<file path="config.mk">
export PLATFORM = sky130hd
export DESIGN_NAME = sysop_issue_flat
export DESIGN_NICKNAME = d
export VERILOG_FILES = /design/src/rtl/sysop_issue_if.sv /design/src/rtl/sysop_issue.sv /design/src/flat_wrapper.sv
export SDC_FILE = /design/constraint.sdc
export NUM_CORES = 1
export LEC_CHECK = 0
export CORE_AREA = 3 3 224 226
export DETAILED_ROUTE_END_ITERATION = 6
export DIE_AREA = 0 0 227 229
export SETUP_SLACK_MARGIN = 0.15
export SLEW_MARGIN = 20
export SYNTH_ARGS = -nofsm -noshare
export SYNTH_HDL_FRONTEND = slang
export SYNTH_SLANG_ARGS = --single-unit
</file>
<file path="constraint.sdc">
create_clock -name clk -period 4.1 [get_ports clk]
set_clock_uncertainty 0.1 [all_clocks]
set_input_delay 1.23 -clock clk [delete_from_list [all_inputs] [get_ports clk]]
set_output_delay 1.23 -clock clk [all_outputs]
set_load 0.005 [all_outputs]
</file>
<file path="src/rtl/sysop_issue_if.sv">
// Execute-stage to system-op issue handshake: one instruction plus its fault
// flags per transfer, accepted when in_valid and in_ready are both high.
interface sysop_issue_if;
   logic        in_valid;
   logic        in_ready;
   logic [63:0] in_pc;
   logic [31:0] in_inst;
   logic [2:0]  in_kind;
   logic [11:0] in_csr_addr;
   logic [63:0] in_wdata;
   logic        in_fetch_pf;
   logic        in_illegal;
   logic        in_mem_fault;
   logic        in_mem_store;
   logic [63:0] in_badaddr;

   modport master (
      output in_valid, in_pc, in_inst, in_kind, in_csr_addr, in_wdata,
             in_fetch_pf, in_illegal, in_mem_fault, in_mem_store, in_badaddr,
      input  in_ready
   );

   modport slave (
      input  in_valid, in_pc, in_inst, in_kind, in_csr_addr, in_wdata,
             in_fetch_pf, in_illegal, in_mem_fault, in_mem_store, in_badaddr,
      output in_ready
   );
endinterface

</file>
<file path="src/rtl/sysop_issue.sv">
// System-op issue: turns an accepted instruction into one csr op cycle, then
// redirects fetch and holds flush for FLUSH_CYCLES when csr takes a trap.
module sysop_issue #(
   parameter int FLUSH_CYCLES = 3
) (
   input  logic              clk,
   input  logic              rst_n,
   sysop_issue_if.slave      ex,
   input  logic [1:0]        priv,
   output logic [4:0]        op,
   output logic [63:0]       pc,
   output logic [63:0]       tval,
   output logic [63:0]       wdata,
   input  logic              trap_en,
   input  logic [63:0]       trap_pc,
   output logic              flush,
   output logic              redirect_valid,
   output logic [63:0]       redirect_pc
);

   localparam logic [4:0] SYSOP_NONE  = 5'h00;
   localparam logic [4:0] SYSOP_CSR_W = 5'h01;
   localparam logic [4:0] SYSOP_CSR_S = 5'h02;
   localparam logic [4:0] SYSOP_CSR_C = 5'h03;
   localparam logic [4:0] SYSOP_RET   = 5'h04;

   localparam logic [2:0] KIND_CSRRW  = 3'd1;
   localparam logic [2:0] KIND_CSRRS  = 3'd2;
   localparam logic [2:0] KIND_CSRRC  = 3'd3;
   localparam logic [2:0] KIND_XRET   = 3'd4;
   localparam logic [2:0] KIND_ECALL  = 3'd5;
   localparam logic [2:0] KIND_EBREAK = 3'd6;

   localparam logic [3:0] FLUSH_LOAD = 4'(FLUSH_CYCLES - 1);

   typedef enum logic [1:0] {
      S_IDLE  = 2'd0,
      S_ISSUE = 2'd1,
      S_FLUSH = 2'd2
   } state_t;

   state_t      state_q, state_d;
   logic [3:0]  cnt_q, cnt_d;
   logic [4:0]  op_q, op_d;
   logic [63:0] pc_q, pc_d;
   logic [63:0] tval_q, tval_d;
   logic [63:0] wdata_q, wdata_d;
   logic [63:0] redirect_pc_q, redirect_pc_d;
   logic        redirect_valid_q, redirect_valid_d;

   logic        dec_issue;
   logic [4:0]  dec_op;
   logic [63:0] dec_tval;
   logic [63:0] dec_wdata;

   // Fixed-priority decode: faults first, then ECALL/EBREAK, then CSR/xRET.
   always_comb begin
      dec_issue = 1'b1;
      dec_op    = SYSOP_NONE;
      dec_tval  = 64'd0;
      dec_wdata = 64'd0;
      if (ex.in_fetch_pf) begin
         dec_op   = {1'b1, 4'd12};
         dec_tval = ex.in_pc;
      end else if (ex.in_illegal) begin
         dec_op   = {1'b1, 4'd2};
         dec_tval = {32'd0, ex.in_inst};
      end else if (ex.in_kind == KIND_ECALL) begin
         // Causes 8/9/11 for U/S/M are 8 + priv.
         dec_op = {1'b1, 2'b10, priv};
      end else if (ex.in_kind == KIND_EBREAK) begin
         dec_op   = {1'b1, 4'd3};
         dec_tval = ex.in_pc;
      end else if (ex.in_mem_fault) begin
         dec_op   = ex.in_mem_store ? {1'b1, 4'd15} : {1'b1, 4'd13};
         dec_tval = ex.in_badaddr;
      end else begin
         case (ex.in_kind)
            KIND_CSRRW: begin
               dec_op    = SYSOP_CSR_W;
               dec_tval  = {52'd0, ex.in_csr_addr};
               dec_wdata = ex.in_wdata;
            end
            KIND_CSRRS: begin
               dec_op    = SYSOP_CSR_S;
               dec_tval  = {52'd0, ex.in_csr_addr};
               dec_wdata = ex.in_wdata;
            end
            KIND_CSRRC: begin
               dec_op    = SYSOP_CSR_C;
               dec_tval  = {52'd0, ex.in_csr_addr};
               dec_wdata = ex.in_wdata;
            end
            KIND_XRET: dec_op = SYSOP_RET;
            default:   dec_issue = 1'b0;
         endcase
      end
   end

   always_comb begin
      state_d          = state_q;
      cnt_d            = cnt_q;
      op_d             = SYSOP_NONE;
      pc_d             = 64'd0;
      tval_d           = 64'd0;
      wdata_d          = 64'd0;
      redirect_pc_d    = redirect_pc_q;
      redirect_valid_d = 1'b0;
      case (state_q)
         S_IDLE: begin
            if (ex.in_valid && dec_issue) begin
               state_d = S_ISSUE;
               op_d    = dec_op;
               pc_d    = ex.in_pc;
               tval_d  = dec_tval;
               wdata_d = dec_wdata;
            end
         end
         S_ISSUE: begin
            if (trap_en) begin
               state_d          = S_FLUSH;
               redirect_pc_d    = trap_pc;
               redirect_valid_d = 1'b1;
               cnt_d            = FLUSH_LOAD;
            end else begin
               state_d = S_IDLE;
            end
         end
         S_FLUSH: begin
            if (cnt_q == 4'd0) begin
               state_d = S_IDLE;
            end else begin
               cnt_d = cnt_q - 4'd1;
            end
         end
         default: state_d = S_IDLE;
      endcase
   end

   always_ff @(posedge clk) begin
      if (!rst_n) begin
         state_q          <= S_IDLE;
         cnt_q            <= 4'd0;
         op_q             <= SYSOP_NONE;
         pc_q             <= 64'd0;
         tval_q           <= 64'd0;
         wdata_q          <= 64'd0;
         redirect_pc_q    <= 64'd0;
         redirect_valid_q <= 1'b0;
      end else begin
         state_q          <= state_d;
         cnt_q            <= cnt_d;
         op_q             <= op_d;
         pc_q             <= pc_d;
         tval_q           <= tval_d;
         wdata_q          <= wdata_d;
         redirect_pc_q    <= redirect_pc_d;
         redirect_valid_q <= redirect_valid_d;
      end
   end

   assign ex.in_ready      = (state_q == S_IDLE);
   assign flush            = (state_q == S_FLUSH);
   assign op               = op_q;
   assign pc               = pc_q;
   assign tval             = tval_q;
   assign wdata            = wdata_q;
   assign redirect_pc      = redirect_pc_q;
   assign redirect_valid   = redirect_valid_q;

endmodule

</file>
<file path="src/flat_wrapper.sv">
// flat-port wrapper written by rule: the top's interface ports become plain ports
module sysop_issue_flat 
#(
   parameter int FLUSH_CYCLES = 3
)
  (clk, rst_n, priv, op, pc, tval, wdata, trap_en, trap_pc, flush, redirect_valid, redirect_pc, ex_in_valid, ex_in_pc, ex_in_inst, ex_in_kind, ex_in_csr_addr, ex_in_wdata, ex_in_fetch_pf, ex_in_illegal, ex_in_mem_fault, ex_in_mem_store, ex_in_badaddr, ex_in_ready);
  sysop_issue_if ex_i ();
  input  logic clk;
  input  logic rst_n;
  input  logic [1:0] priv;
  output logic [4:0] op;
  output logic [63:0] pc;
  output logic [63:0] tval;
  output logic [63:0] wdata;
  input  logic trap_en;
  input  logic [63:0] trap_pc;
  output logic flush;
  output logic redirect_valid;
  output logic [63:0] redirect_pc;
  input wire logic [$bits(ex_i.in_valid)-1:0] ex_in_valid;
  input wire logic [$bits(ex_i.in_pc)-1:0] ex_in_pc;
  input wire logic [$bits(ex_i.in_inst)-1:0] ex_in_inst;
  input wire logic [$bits(ex_i.in_kind)-1:0] ex_in_kind;
  input wire logic [$bits(ex_i.in_csr_addr)-1:0] ex_in_csr_addr;
  input wire logic [$bits(ex_i.in_wdata)-1:0] ex_in_wdata;
  input wire logic [$bits(ex_i.in_fetch_pf)-1:0] ex_in_fetch_pf;
  input wire logic [$bits(ex_i.in_illegal)-1:0] ex_in_illegal;
  input wire logic [$bits(ex_i.in_mem_fault)-1:0] ex_in_mem_fault;
  input wire logic [$bits(ex_i.in_mem_store)-1:0] ex_in_mem_store;
  input wire logic [$bits(ex_i.in_badaddr)-1:0] ex_in_badaddr;
  output wire logic [$bits(ex_i.in_ready)-1:0] ex_in_ready;
  assign ex_i.in_valid = ex_in_valid;
  assign ex_i.in_pc = ex_in_pc;
  assign ex_i.in_inst = ex_in_inst;
  assign ex_i.in_kind = ex_in_kind;
  assign ex_i.in_csr_addr = ex_in_csr_addr;
  assign ex_i.in_wdata = ex_in_wdata;
  assign ex_i.in_fetch_pf = ex_in_fetch_pf;
  assign ex_i.in_illegal = ex_in_illegal;
  assign ex_i.in_mem_fault = ex_in_mem_fault;
  assign ex_i.in_mem_store = ex_in_mem_store;
  assign ex_i.in_badaddr = ex_in_badaddr;
  assign ex_in_ready = ex_i.in_ready;
  sysop_issue #(.FLUSH_CYCLES(FLUSH_CYCLES)) u_core (.clk(clk), .rst_n(rst_n), .ex(ex_i), .priv(priv), .op(op), .pc(pc), .tval(tval), .wdata(wdata), .trap_en(trap_en), .trap_pc(trap_pc), .flush(flush), .redirect_valid(redirect_valid), .redirect_pc(redirect_pc));
endmodule
</file>
== Word-level counts from Yosys, hierarchy flattened ==
Cells that the tools add are included.
W data, S select, Z words.

* Reduce and logical (&&, ||, !) cells: 14
* Add/subtract/negate cells: 1
* Bitwise logic cells: 4
* Equality and inequality tests: 12
* Muxes and demuxes: 27

{| class="wikitable"
|+ Operator list
! cell !! number
|-
| $mux W64 || 5
|-
| $mux W5 || 5
|-
| $mux W12 || 1
|-
| $pmux W3 S4 || 1
|-
| $eq A3 B3 Y1 const B || 3
|-
| $reduce_or A9 Y1 || 1
|-
| $mux W2 || 4
|-
| $mux W4 || 2
|-
| $pmux W4 S2 || 1
|-
| $reduce_or A4 Y1 || 2
|-
| $mux W1 || 7
|-
| $eq A3 B2 Y1 const B || 2
|-
| $pmux W2 S3 || 1
|-
| $reduce_and A2 Y1 || 3
|-
| $reduce_and A3 Y1 || 2
|-
| $reduce_or A5 Y1 || 1
|-
| $logic_not A4 Y1 || 1
|-
| $ne A2 B1 Y1 const B || 2
|-
| $ne A2 B2 Y1 const B || 2
|-
| $not A1 Y1 || 4
|-
| $sub A4 B1 Y4 const B || 1
|-
| $eq A3 B1 Y1 const B || 1
|-
| $reduce_or A3 Y1 || 1
|-
| $eq A2 B1 Y1 const B || 1
|-
| 4 further kinds || 4
|}

* Register bits after elaboration: 268
* Output and inout bits: 264
* Input port bits: 313
* Logic and storage cells: 68

== Depth between registers and ports, before layout ==
Gate-level depths: netlist (run 1).

* Depth in word-level cells: 11
* Gate-level depth with buffers: 9
* Gate-level depth less buffers: 6

== Worst setup path after synthesis (run 1) ==
No wires, ideal clock.

* Path kind: input port to flip-flop
* Start: input ex_in_kind[1]
* End: register u_core.pc_q[55] (netlist: u_core.pc[55])
* Setup time: 0.115 ns
* Stages: 8
* Buffers on the path: 3
* Required time: 3.885 ns
* Path slack: 1.230 ns
* Data arrival time: 2.655 ns
* Cells stage by stage: buf_4 -> or3_1 -> a2111oi_0 -> or2_1 -> buf_4 -> inv_4 -> buf_6 -> and2_1

* Cells in the longest elaborated chain, start to end: 10
* Elaborated cells between the ends (all ways): 15
* Those cells by class: eq/ne (6); mux (6); reduce/logical (3)

{| class="wikitable"
|+ RTL lines
! element !! RTL line !! source
|-
| start, declared || flat_wrapper.sv:23 || <nowiki>input wire logic [$bits(ex_i.in_kind)-1:0] ex_in_kind;</nowiki>
|-
| $eq A3 B3 Y1 (tied with other cells) || sysop_issue.sv:78 || <nowiki>case (ex.in_kind)</nowiki>
|-
| $reduce_or A4 Y1 (no source line) || -- ||
|-
| $mux W1 || sysop_issue.sv:78 ||
|-
| $mux W1 || sysop_issue.sv:74 || <nowiki>end else if (ex.in_mem_fault) begin</nowiki>
|-
| $mux W1 || sysop_issue.sv:71 || <nowiki>end else if (ex.in_kind == KIND_EBREAK) begin</nowiki>
|-
| $mux W1 * || sysop_issue.sv:68 || <nowiki>end else if (ex.in_kind == KIND_ECALL) begin</nowiki>
|-
| $mux W1 * || sysop_issue.sv:65 || <nowiki>end else if (ex.in_illegal) begin</nowiki>
|-
| $mux W1 * || sysop_issue.sv:62 || <nowiki>if (ex.in_fetch_pf) begin</nowiki>
|-
| $logic_and A1 B1 Y1 * || sysop_issue.sv:111 || <nowiki>if (ex.in_valid && dec_issue) begin</nowiki>
|-
| $reduce_and A3 Y1 (no source line) * || -- ||
|-
| end signal, assigned || sysop_issue.sv:154 || <nowiki>pc_q <= pc_d;</nowiki>
|-
| end, declared || sysop_issue.sv:45 || <nowiki>logic [63:0] pc_q, pc_d;</nowiki>
|}

Mark *: on every way between the ends. The rest lies on a longest branch, timed or not.
A chain may end at the register's enable or synchronous reset.

== Worst setup path in the final report (run 1) ==
* Start: input ex_in_kind[2]
* End: register u_core.tval_q[37] (netlist: u_core.tval[37])

* Cells in the longest elaborated chain, start to end: 10
* Elaborated cells between the ends (all ways): 19
* Those cells by class: eq/ne (6); mux (10); reduce/logical (3)

{| class="wikitable"
|+ RTL lines
! element !! RTL line !! source
|-
| $eq A3 B3 Y1 (tied with other cells) || sysop_issue.sv:78 ||
|-
| $reduce_or A4 Y1 (no source line) || -- ||
|-
| $mux W1 || sysop_issue.sv:78 ||
|-
| $mux W1 || sysop_issue.sv:74 ||
|-
| $mux W1 || sysop_issue.sv:71 ||
|-
| $mux W1 || sysop_issue.sv:68 ||
|-
| $mux W1 || sysop_issue.sv:65 ||
|-
| $mux W1 || sysop_issue.sv:62 ||
|-
| $logic_and A1 B1 Y1 || sysop_issue.sv:111 ||
|-
| $reduce_and A3 Y1 (no source line) || -- ||
|-
| end signal, assigned || sysop_issue.sv:155 || <nowiki>tval_q <= tval_d;</nowiki>
|-
| end, declared || sysop_issue.sv:46 || <nowiki>logic [63:0] tval_q, tval_d;</nowiki>
|}

Parallel ways exist; a longest one is shown, timed or not.

==> results.md, run 1 <==
- H-tree depth: 1
- Most frequent cells in the layout: clkdlybuf4s50_1, dfxtp_1, and2_1, a22o_1, nor2_1
- DP Wirelength: slightly below 30 mm
- Core area: 48500 um^2
- Critical path, cell by cell: clkdlybuf4s50_1 > and3b_1 > a2111oi_0 > or2_4 > buf_4 > nor2_1
- PwrDens: 394 nW/um^2
- Worst Hold Launch: u_core.redirect_pc[1]$_SDFFE_PN0P_
- Number of global-route vias before repair: ~8k
- Warnings, synthesis: 0
- Clock Path Buffers: 3
- Worst EP required: 4.42 ns
- Top cells by area, synth: dfxtp_1, and2_1, a22o_1
- FMAX: between 300 and 400 MHz
- Share of layout cells above drive strength 1: 0.0606
- Pins Over Slew Limit: 0
- Slowest-stage cell, CP: clkdlybuf4s50_1
- Mapped Nets: 1076
- Ys async rst share: 0
- Buffers on Ports: about 580
- VDD IR max: 0.230 mV
- I/O pins: 577
- Post-synth top area share: 0.631
- Yosys top cell by area: dfxtp_1
- Post-synth EDFFs: 0
- Crit path capture type: flop
- Drt pass-1 iters: 7
- Syn avg cell area: around 11 um^2
- Routed WL: around 38 mm
- Finished Layout Cells: 1977
- # placed instances: 1918
- Mapped Cells: 761
- Crit-path max FO: 42
- Worst reg-to-reg path cell count: 4
- Fin. Hold Viols: 0
- CTS tree: done
- Slew HR: 0.531
- Arrival @ worst endpoint: ~3.6 ns
- Post-synthesis cell type count: 44
- Hold Crit Class: reg -> reg
- Congestion Overflow GR: 0
- Wire length per cell: 19.1 um
- RSZ-0062 raised after global routing: no
- Flop2flop setup slack: 1.93 ns
- Worst Hold End: u_core.redirect_pc[1]$_SDFFE_PN0P_
- DRC: 1
- Worst hold path depth: 1
- Register bit total from synthesis: ~270
- Final antenna-violating net count: 0
- Number of clock sinks: about 270
- Starting Density: 0.175
- Nets: around 1.6k
- Worst r2r src: u_core.state_q[1]$_SDFFE_PN0P_
- Status: finished, violations left
- Worst path max stage delay: 0.61 ns
- Post-CTS Setup Bufs: 0
- Die W: 227 um
- Row count: 81
- Clk slew on worst S/H paths: roughly 0.06 ns
- Tmin final: roughly 3.2 ns
- RR Endpoint: u_core.pc[22]$_SDFF_PN0_
- Seq/Total Area, Yosys: 0.631
- P&R area growth vs syn: 87.9%
- Ys flop type: dfxtp_1
- Initial antenna violation count: 2
- Total CTS buffers: 31
- Synth Cell Area: around 8500 um^2
- Worst Max-Slew Pin Slew: between 0.7 and 0.8 ns
- Chip Height: ~230 um
- Static leakage: 5.99 nW
- Max-cap viol count: 0
- Via/cell ratio: 4.09
- First-pass GRT wire length: 53.2 mm
- Total die area: between 50000 and 60000 um^2
- Routed vias: around 8.1k
- Final setup vio count: 0
- Pin count of the biggest net entering global routing: 66
- Critical path startpoint category: input port
- Kind of critical path: in -> reg
- Total GRT Usage: 0.136
- Clk_lat worst skew: around 0.56 ns
- Setup TNS Final: 0 ns
- Detailed Route Iter0 Violations: 394
- Most common cell after layout, fill and taps aside: clkdlybuf4s50_1
- Failing checks: design-rule violations
- Fill cells: a little under 5k
- Final Cycle Share: 0.790
- Root buf cell: clkbuf_16
- Post-CTS sizing: 0
- # hold bufs at CTS: 0
- GP Congestion: a little under 0.9
[sequential cells by signal (all words and copies together), names as in the netlist]
signal                 flops
u_core.pc                 64
u_core.redirect_pc        64
u_core.tval               64
u_core.wdata              64
u_core.op                  5
u_core.cnt_q               4
u_core.state_q             2
u_core.redirect_valid      1
[cell type report]
cell class | count | area, um^2 | share of cell area
Timing Repair Buffer | 594 | 5930 | 0.371
Sequential cell | 268 | 5370 | 0.336
Multi-Input combinational cell | 421 | 2800 | 0.175
Clock buffer | 43 | 881 | 0.0551
Tap cell | 622 | 778 | 0.0487
Clock inverter | 15 | 173 | 0.0108
Inverter | 13 | 51.3 | 0.00321
Antenna cell | 1 | 2.50 | 0.000157
[logic make-up (layout without fill, tap and decap cells)]
family / count (synthesis) / count (layout) / synth area share
AO/OA/AOI/OAI: 174 / 174 / 0.166
XOR/XNOR: 1 / 1 / 0.00103
flip-flops: 268 / 268 / 0.631
AND/OR/NAND/NOR: 244 / 244 / 0.156
other: 0 / 1 / 0
adder cells (fa/ha/maj): 2 / 2 / 0.00294
buffers and inverters: 72 / 665 / 0.0422
[Yosys cell counts (2+ instances only)]
cell type    n
a221oi_1     3
or2_1        2
a211o_1      2
nand4_1      5
buf_6        8
o21a_1       3
or2_2        2
buf_2        9
a22oi_1     41
a222oi_1    20
dfxtp_1    268
inv_1       12
nand2b_1     2
a311o_1      3
and3b_1      2
o21ai_0      2
and2_1     126
ha_1         2
a21o_1      10
clkbuf_1    33
a21oi_1     17
buf_4        2
a22o_1      64
nor3_1       3
o22ai_1      2
nor2_1      64
nand3_1     18
nand2_1     14
a211oi_1     2
clkbuf_2     6
[metal layers]
metal	global-route usage	routed length (um)	vias to the layer above
met5	0	0	-
met4	0.0457	1150	0
met3	0.0381	3390	61
met2	0.238	18300	399
met1	0.159	14900	3818
li1	-	-	3799
[critical path: cells and delay by family]
kind / cells / cell delay [ns]
AND/OR/NAND/NOR: 3 / 0.77
buffers and inverters: 2 / 1.02
AO/OA/AOI/OAI: 1 / 0.49
[where the power goes]
part	leakage (nW)	switching, mW	internal [mW]	total, mW
Clock	0.518	1.13	1.69	2.82
Sequential	2.18	0.0303	2.69	2.72
Combinational	3.29	0.278	0.480	0.758
Total	5.99	1.44	4.86	6.30
[per-stage QoR]
step	setup slack (ns)	util	total power [mW]	hold slack (ns)	instance area (um^2)
floorplan	1.23	-	2.97	0.375	8500
global placement	0.413	0.307	3.54	0.361	14900
detailed placement	0.333	0.307	3.54	0.363	14900
CTS	0.901	0.329	6.40	0.381	16000
global route	0.765	0.329	6.55	0.392	16000
finish	0.862	0.329	6.30	0.378	16000
[worst max-delay path by stage]
stage / depth (start not counted) / slack, ns / from / endpoint
final: 6 / 0.86 / ex_in_kind[2] / u_core.tval[37]$_SDFF_PN0_
after global routing: 6 / 0.76 / ex_in_kind[2] / u_core.tval[6]$_SDFF_PN0_
after CTS: 3 / 0.90 / u_core.state_q[1]$_SDFFE_PN0P_ / flush
after detailed placement: 6 / 0.33 / ex_in_kind[2] / u_core.tval[37]$_SDFF_PN0_
after global placement: 6 / 0.41 / ex_in_kind[2] / u_core.pc[0]$_SDFF_PN0_
after floorplan: 8 / 1.23 / ex_in_kind[1] / u_core.pc[55]$_SDFF_PN0_
No activity file was read; power rests on OpenSTA's default activity.
==> run 2, diff against run 1 <==
Settings changed: CORE_AREA 3 3 224 226 to 3 3 220 222, DIE_AREA 0 0 227 229 to 0 0 223 225.
Clock period 4.1 ns to 3.3 ns, I/O delays scaled along.
==> run 2 against run 1 <==
  * The flow now finishes without violations
  * Non-clock buffer count up 25
  * Critical path depth is 3 lower
  * Routed wire length grew 2.6%
  * Global-route usage grew 0.80 points
  * Hold slack got worse by 0.0013 ns
  * Sequential cell count is the same
  * Clock-buffer cell count is 2 higher
  * Setup slack worse by 0.38 ns
==> results.md, run 2 (synthesized netlist as in run 1, its figures left out) <==
- H-tree depth: 2
- Met3 Use GR: 0.0501
- Number of global-route vias before repair: 8369
- Detailed Route Iter0 Violations: between 400 and 500
- Clock Path Buffers: 3
- PwrDens: 510 nW/um^2
- VDD IR max: between 0.3 and 0.4 mV
- Clk_lat worst skew: 0.52 ns
- Kind of critical path: reg -> out
- Max-cap viol count: 0
- Post-CTS sizing: 0
- Worst slack, placed: -0.00622 ns
- P&R area growth vs syn: 93.1%
- GP Congestion: 0.819
- Slowest-stage cell, CP: clkdlybuf4s50_1
- Crit path capture type: output pin
- Internal: approximately 6.5 mW
- Core area: between 40000 and 50000 um^2
- Area occupied by multi-input gates: 2800 um^2
- GR peak layer: met2
- Share of layout cells above drive strength 1: 0.0818
- Critical path startpoint category: flop
- Root buf cell: clkbuf_16
- DRC: 0
- Tot Pwr: roughly 8.4 mW
- Fin. Hold Viols: 0
- Number of clock sinks: 268
- First-pass GRT wire length: around 54 mm
- Nets: 1672
- Sw Ratio: 0.223
- I/O pins: 577
- CP startpoint: u_core.state_q[1]$_SDFFE_PN0P_
- Wire length per cell: 19.5 um
- Static leakage: a little over 6 nW
- Drt pass-1 iters: 7
- Fill cells: roughly 4.7k
- Worst EP required: around 2.2 ns
- FMAX: 355 MHz
- Slew HR: 0.580
- Tmin final: roughly 2.8 ns
- Buffers on Ports: about 580
- Arrival @ worst endpoint: about 1.7 ns
- Worst path max stage delay: about 0.53 ns
- Most frequent cells in the layout: clkdlybuf4s50_1, dfxtp_1, and2_1, a22o_1, nor2_1
- Part of the power in the clock network: 0.479
- Status: completed
- Die W: ~220 um
- Hold Crit Class: reg -> reg
- Pins Over Slew Limit: 0
- Final setup margin: roughly 0.49 ns
- Finished Layout Cells: ~2k
- Congestion Overflow GR: 0
- Most common cell after layout, fill and taps aside: clkdlybuf4s50_1
- Sw Pwr: between 1.5 and 2 mW
- Total CTS buffers: 34
- Register Area: roughly 5400 um^2
- Row count: 79
- Crit-path max FO: 7
- DP Wirelength: 30.1 mm
- Final Cycle Share: 0.853
- # hold bufs at CTS: 0
- Combinational fraction of design power: 0.118
- Post-CTS Setup Bufs: 0
- Initial antenna violation count: 4
- RSZ-0062 raised after global routing: no
- Worst Hold Launch: u_core.redirect_pc[26]$_SDFFE_PN0P_
- Starting Density: 0.183
- Via/cell ratio: just over 4
- Critical path, cell by cell: nand2b_1 > inv_1 > clkdlybuf4s50_1
- Final setup vio count: 0
- Final antenna-violating net count: 0
- Total die area: about 50000 um^2
- Worst Max-Slew Pin Slew: about 0.63 ns
- Seq pwr share: 0.403
- Total GRT Usage: 0.144
- Chip Height: 225 um
- Worst r2r src: u_core.state_q[1]$_SDFFE_PN0P_
- Flop2flop setup slack: ~1.2 ns
- CTS tree: done
- Clk slew on worst S/H paths: about 0.060 ns
- GRT met1 Usage: 0.164
- GR Layer Usage met2: 0.248
- # placed instances: 1928
- Routed vias: around 8.2k
- Routed WL: about 39 mm
- Pin count of the biggest net entering global routing: 66
[run 2: routing by layer]
| layer | wire (um) | share of wire |
|---|---|---|
| met3 | 3540 | 0.091 |
| met4 | 1190 | 0.031 |
| met5 | 9 | 0.00023 |
| met2 | 19000 | 0.49 |
| met1 | 15000 | 0.39 |
[run 2: worst max-delay path: cells and delay by family, from the launching register on]
family,cells,cell delay [ns]
buffers and inverters,2,0.63
DFF,1,0.45
and+or+nand+nor,1,0.13
[run 2: layout make-up]
class | count | share of cell area
antenna | 3 | 0.000457
clock buffer | 45 | 0.0613
clock inverter | 15 | 0.0133
inverter | 13 | 0.00312
multi-input combinational | 421 | 0.171
sequential | 268 | 0.327
tap | 607 | 0.0462
timing repair buffer | 619 | 0.378
[run 2: final timing paths]
check,end,depth (start not counted)
worst max register to register,u_core.pc[5]$_SDFF_PN0_,4
worst max-delay path,flush,3
worst min register to register,u_core.redirect_pc[26]$_SDFFE_PN0P_,1
worst min-delay path,u_core.redirect_pc[26]$_SDFFE_PN0P_,1
[run 2: power by group through the flow]
stage / clock network, mW / registers (mW) / logic, mW
detailed placement: 0 / 3.45 / 0.999
global placement: 0 / 3.44 / 0.994
finish: 4.01 / 3.37 / 0.988
global route: 4.24 / 3.38 / 1.06
CTS: 4.16 / 3.38 / 1.00
floorplan: 0 / 3.45 / 0.242
[run 2: through the flow]
step | hold WS (ns) | area [um^2] | setup TNS [ns] | util
after global routing | 0.391 | 16400 | 0 | 0.353
after floorplan | 0.375 | 8500 | 0 | -
after detailed placement | 0.363 | 15200 | -0.00622 | 0.326
final | 0.376 | 16400 | 0 | 0.353
after CTS | 0.380 | 16400 | 0 | 0.353
after global placement | 0.361 | 15200 | -4.63 | 0.326
==> run 3, diff against run 2 <==
Settings changed: SKIP_LAST_GASP from default to 1.
==> results of run 3 <==
Final layout, timing and power as in run 2 (identical DEF).
